==> src/rtl/led_write_arb_pkg.sv <==
// Shared types and constants for the LED write arbiter and its bench.
// Holds the FSM encodings, the requester identifiers and the default post-write hold length.
package led_write_arb_pkg;

   localparam int unsigned HOLD_CYCLES_DEFAULT = 4;
   localparam int unsigned HOLD_CNT_W          = 24;

   typedef enum logic [1:0] {
      ST_IDLE  = 2'd0,
      ST_GRANT = 2'd1,
      ST_HOLD  = 2'd2
   } state_e;

   typedef enum logic {
      REQ_CPU = 1'b0,
      REQ_PDU = 1'b1
   } requester_e;

endpackage

==> src/rtl/led_rr_arb2.sv <==
// Combinational two-way round-robin picker between the CPU and the debug unit.
// On a tie, the requester that was not granted last wins.
module led_rr_arb2
   import led_write_arb_pkg::*;
(
   input  logic       cpu_req,
   input  logic       pdu_req,
   input  requester_e last_grant,
   output logic       grant_valid,
   output requester_e grant_sel
);

   always_comb begin
      grant_valid = cpu_req | pdu_req;
      grant_sel   = REQ_CPU;
      if (cpu_req && pdu_req)
         grant_sel = (last_grant == REQ_CPU) ? REQ_PDU : REQ_CPU;
      else if (pdu_req)
         grant_sel = REQ_PDU;
   end

endmodule

==> src/rtl/led_write_arb.sv <==
// Arbitrates CPU stores and debug-unit overrides onto the single LED register write port.
// Each write is a one-cycle strobe followed by HOLD_CYCLES idle cycles before the next grant.
module led_write_arb
   import led_write_arb_pkg::*;
#(
   parameter int unsigned HOLD_CYCLES = HOLD_CYCLES_DEFAULT
) (
   input  logic        clk,
   input  logic        rst,
   input  logic        cpu_req,
   input  logic [31:0] cpu_data,
   input  logic        pdu_req,
   input  logic [31:0] pdu_data,
   output logic        cpu_ack,
   output logic        pdu_ack,
   output logic        is_led,
   output logic [31:0] led_wdata,
   output logic        busy
);

   localparam logic [HOLD_CNT_W-1:0] HOLD_LOAD =
      (HOLD_CYCLES == 0) ? '0 : HOLD_CNT_W'(HOLD_CYCLES - 1);

   state_e                state_q, state_d;
   logic [HOLD_CNT_W-1:0] hold_cnt_q, hold_cnt_d;
   requester_e            last_grant_q, last_grant_d;
   requester_e            winner_q, winner_d;
   logic [31:0]           wdata_q, wdata_d;

   logic       grant_valid;
   requester_e grant_sel;

   led_rr_arb2 u_rr (
      .cpu_req     (cpu_req),
      .pdu_req     (pdu_req),
      .last_grant  (last_grant_q),
      .grant_valid (grant_valid),
      .grant_sel   (grant_sel)
   );

   // NOTE: registers use non-blocking assignments so every flop samples pre-edge values.
   always_ff @(posedge clk or posedge rst) begin
      if (rst) begin
         state_q      <= ST_IDLE;
         hold_cnt_q   <= '0;
         last_grant_q <= REQ_PDU;
         winner_q     <= REQ_CPU;
         wdata_q      <= '0;
      end else begin
         state_q      <= state_d;
         hold_cnt_q   <= hold_cnt_d;
         last_grant_q <= last_grant_d;
         winner_q     <= winner_d;
         wdata_q      <= wdata_d;
      end
   end

   // NOTE: every signal gets a default first so no path leaves a value unassigned (no latches).
   always_comb begin
      state_d      = state_q;
      hold_cnt_d   = hold_cnt_q;
      last_grant_d = last_grant_q;
      winner_d     = winner_q;
      wdata_d      = wdata_q;
      is_led       = 1'b0;
      cpu_ack      = 1'b0;
      pdu_ack      = 1'b0;
      busy         = 1'b0;

      unique case (state_q)
         ST_IDLE: begin
            if (grant_valid) begin
               winner_d = grant_sel;
               wdata_d  = (grant_sel == REQ_PDU) ? pdu_data : cpu_data;
               state_d  = ST_GRANT;
            end
         end
         ST_GRANT: begin
            is_led       = 1'b1;
            busy         = 1'b1;
            cpu_ack      = (winner_q == REQ_CPU);
            pdu_ack      = (winner_q == REQ_PDU);
            last_grant_d = winner_q;
            if (HOLD_CYCLES == 0) begin
               state_d = ST_IDLE;
            end else begin
               hold_cnt_d = HOLD_LOAD;
               state_d    = ST_HOLD;
            end
         end
         ST_HOLD: begin
            busy = 1'b1;
            // Counter parks at zero; the exit edge is the one where it reads zero.
            if (hold_cnt_q == '0)
               state_d = ST_IDLE;
            else
               hold_cnt_d = hold_cnt_q - 1'b1;
         end
         default: state_d = ST_IDLE;
      endcase
   end

   assign led_wdata = wdata_q;

endmodule

==> config.mk <==
export PLATFORM = sky130hd
export DESIGN_NAME = led_write_arb
export DESIGN_NICKNAME = d
export VERILOG_FILES = /design/src/rtl/led_write_arb_pkg.sv /design/src/rtl/led_rr_arb2.sv /design/src/rtl/led_write_arb.sv
export SDC_FILE = /design/constraint.sdc
export NUM_CORES = 1
export LEC_CHECK = 0
export ABC_CLOCK_PERIOD_IN_PS = 4800
export BUFFER_PORTS_ARGS = -buffer_cell sky130_fd_sc_hd__buf_2
export CORE_MARGIN = 5
export CORE_UTILIZATION = 28
export CTS_CLUSTER_DIAMETER = 30
export DETAILED_ROUTE_END_ITERATION = 8
export MAX_ROUTING_LAYER = met4
export PLACE_DENSITY_LB_ADDON = 0.3
export SYNTH_ARGS = -nofsm -noshare
export SYNTH_HDL_FRONTEND = slang
export SYNTH_HIERARCHICAL = 1
export SYNTH_SLANG_ARGS = --single-unit
==> constraint.sdc <==
create_clock -name clk -period 4.8 [get_ports clk]
set_input_delay 0.24 -clock clk [delete_from_list [all_inputs] [get_ports clk]]
set_output_delay 0.24 -clock clk [all_outputs]
set_load 0.02 [all_outputs]
==> summary.txt <==
status: finished clean
post-synthesis cell area: 3030 um^2
synthesized flop and latch total: 60
Gate Count Post-Synth: 296
Worst-Skew Late Latency: 0.34 ns
syn nets: 370
FMAX: 367 MHz
CP bufs+invs: 0
1st-iter DRT viols: 138
placer congestion estimate: 0.763
Async SR Flop Fraction: 100%
post-route clock period utilization: 56.8%
total CTS buffers: 9
total setup buffers inserted after CTS: 0
M1 GR Usage: 14.4%
number of clock sinks: 60
final hold viol count: 0
sequential share of the synthesized area: 49.6%
clk slew on worst S/H paths: 0.07 ns
met3 Usage GRT: 3.71%
# rows: 38
DRT Pass-1 Iters: 4
Post-layout nets: 469
MaxCap Viol Count: 0
initial antenna violation count: 0
CP cell instances: or4_1 > or3_1 > or3b_1 > nor4_4 > mux2i_1
Crit. End Element: register
Placed Cells: 524
die width: 114 um
# fillers: 1128
post-synth top area share: 48.7%
DIE HEIGHT: 114 um
Final min period: 2.73 ns
Largest stage delay, worst path: 0.65 ns
Distinct cells, synth: 38
number of synthesized flops with an enable pin: 0
crit path DAT: 2.98 ns
Primary FF master, synth: dfrtp_1
Setup TNS: 0 ns
Worst slew margin: 27.5%
IO Count: 104
leading post-synthesis cells by cell area: dfrtp_1 (49%), mux2i_1 (14%), a21oi_1 (5.8%)
area grow syn2layout: 29.3%
vias in the first global route: 2639
Setup crit start kind: register
Final Setup Violations: 0
RSZ-0062 raised after global routing: no
dominant cell type by area after synthesis: dfrtp_1
commonest cells in the netlist: dfrtp_1 (59), nor2_1 (44), mux2i_1 (42), a21oi_1 (35), nand2_1 (16)
cts-stage hold buffer count: 0
R2R Setup Slk: 2.07 ns
Initial Util: 28.2%
total grt overflow: 0
syn_area_per_cell: 10.2 um^2
Power Total: 2.75 mW
hpwl dp: 4.91 mm
critical path class: reg -> reg
H-tree depth: 3
number of port buffers: 103
total track usage: 11.5%
largest net degree at the start of global routing: 66
Power Dens Cells: 701 nW/um^2
skew final: 0.00668 ns
Max stage delay cell, worst path: or4_1
Vias: 2469
leakage: 1.85 nW
via/cell ratio: 4.57
CTS tree: yes
diodes inserted: 0
Post-route DRC: 0
CP delay by family, top: simple AND/OR/NAND/NOR gates
Required @ worst endpoint: 5.06 ns
CTS Root Buffer Type: clkbuf_8
CTS resizes: 0
Global Route met2 Usage: 16.9%
Synth warnings: 6
count leader, synth: dfrtp_1
CTS Buffer Depth: 2
GRT busiest layer: met2
Cell Count, Final, Fillers Out: 540
final WL: 6.85 mm
wire per inst: 12.7 um
HP Class: in -> async
Slew @ Worst Pin: 1.09 ns
Die Footprint: 13000 um^2
Worst Path Max Fanout: 9
Post-DRT Antenna Nets: 0
pins over their slew limit: 0
core area: 10700 um^2
global-route wire length before repair: 11.7 mm
fraction of layout cells with a size suffix above 1: 34.0%
Peak VDD IR: 318 uV
registers in the layout (all words and copies together) (netlist names):
name          count
hold_cnt_q       24
last_grant_q      1
led_wdata        32
state_q           2
winner_q          1
layer usage:
layer  wire, um  part of all wire [%]
met5          0                     0
met2       3050                    45
met1       3220                    47
met3        471                   6.9
met4        102                   1.5
final cells by class:
cell class,count,area [um^2],area share (%)
multi-input combinational,213,1440,36.7
inverter,6,22.5,0.575
clock buffer,12,155,3.96
sequential,60,1500,38.3
tap,140,175,4.47
timing repair buffer,105,531,13.5
clock inverter,4,95.1,2.43
worst paths after layout:
| path | startpoint | end | cells after the start |
|---|---|---|---|
| max in group asynchronous | rst | hold_cnt_q[20] | 3 |
| worst min register to register | hold_cnt_q[23] | hold_cnt_q[23] | 1 |
| worst max register to register | hold_cnt_q[4] | hold_cnt_q[19] | 5 |
| min in group clk | cpu_data[22] | led_wdata[22] | 3 |
| worst max-delay path | hold_cnt_q[4] | hold_cnt_q[19] | 5 |
| worst min-delay path | rst | hold_cnt_q[15] | 3 |
worst reg2reg max path: stages (launching register included):
cell and delay (ns):
dfrtp_1 0.40, or4_1 0.66, or3_1 0.55, or3b_1 0.58, nor4_4 0.22, mux2i_1 0.23
metrics by stage:
stage,hold slack (ns),cell area [um^2],util (%),worst slack (ns)
after floorplan,0.446,3030,-,2.33
after global placement,0.468,3670,34.1,2.16
after detailed placement,0.475,3670,34.1,2.08
after CTS,0.150,3920,36.5,2.06
after global routing,0.185,3920,36.5,1.95
final,0.116,3920,36.5,2.07
power by group:
group          leakage [nW]  switching [mW]  internal, mW
Clock                 0.127           0.205         0.373
Sequential            0.725           0.174         0.742
Combinational         0.999           0.808         0.445
Total                  1.85            1.19          1.56
cells in the final DEF (no fill, tap or decap), drive strengths merged:
cell type,Yosys,final
o41ai,2,2
mux2i,42,42
or4,3,3
o31ai,2,2
and2,2,2
inv,6,6
o2111ai,2,2
o311ai,3,3
or3,7,7
nand2b,1,1
or3b,1,1
xor2,5,5
nor4,9,9
ha,6,6
nand2,16,16
dfstp,1,1
nand4,2,2
nor2b,3,3
o211ai,2,2
nand3b,1,1
clkbuf,8,12
or2,3,3
buf,9,105
nor3,8,8
a21oi,35,35
nand3,2,2
o21ai,7,7
mux2,4,4
dfrtp,59,59
clkinv,0,1
a21boi,1,1
nor2,44,44
bufinv,0,3
cell families after synthesis:
logic type                 share of synthesized area, %
AOI/OAI and AO/OA                                  10.3
xor gates and xnor gates                           1.45
adders and majority gates                          2.48
buffers and inverters                              3.39
DFF                                                49.6
muxes                                              15.4
and+or+nand+nor                                    17.4
Note: power is estimated with default switching activity, not from simulation.
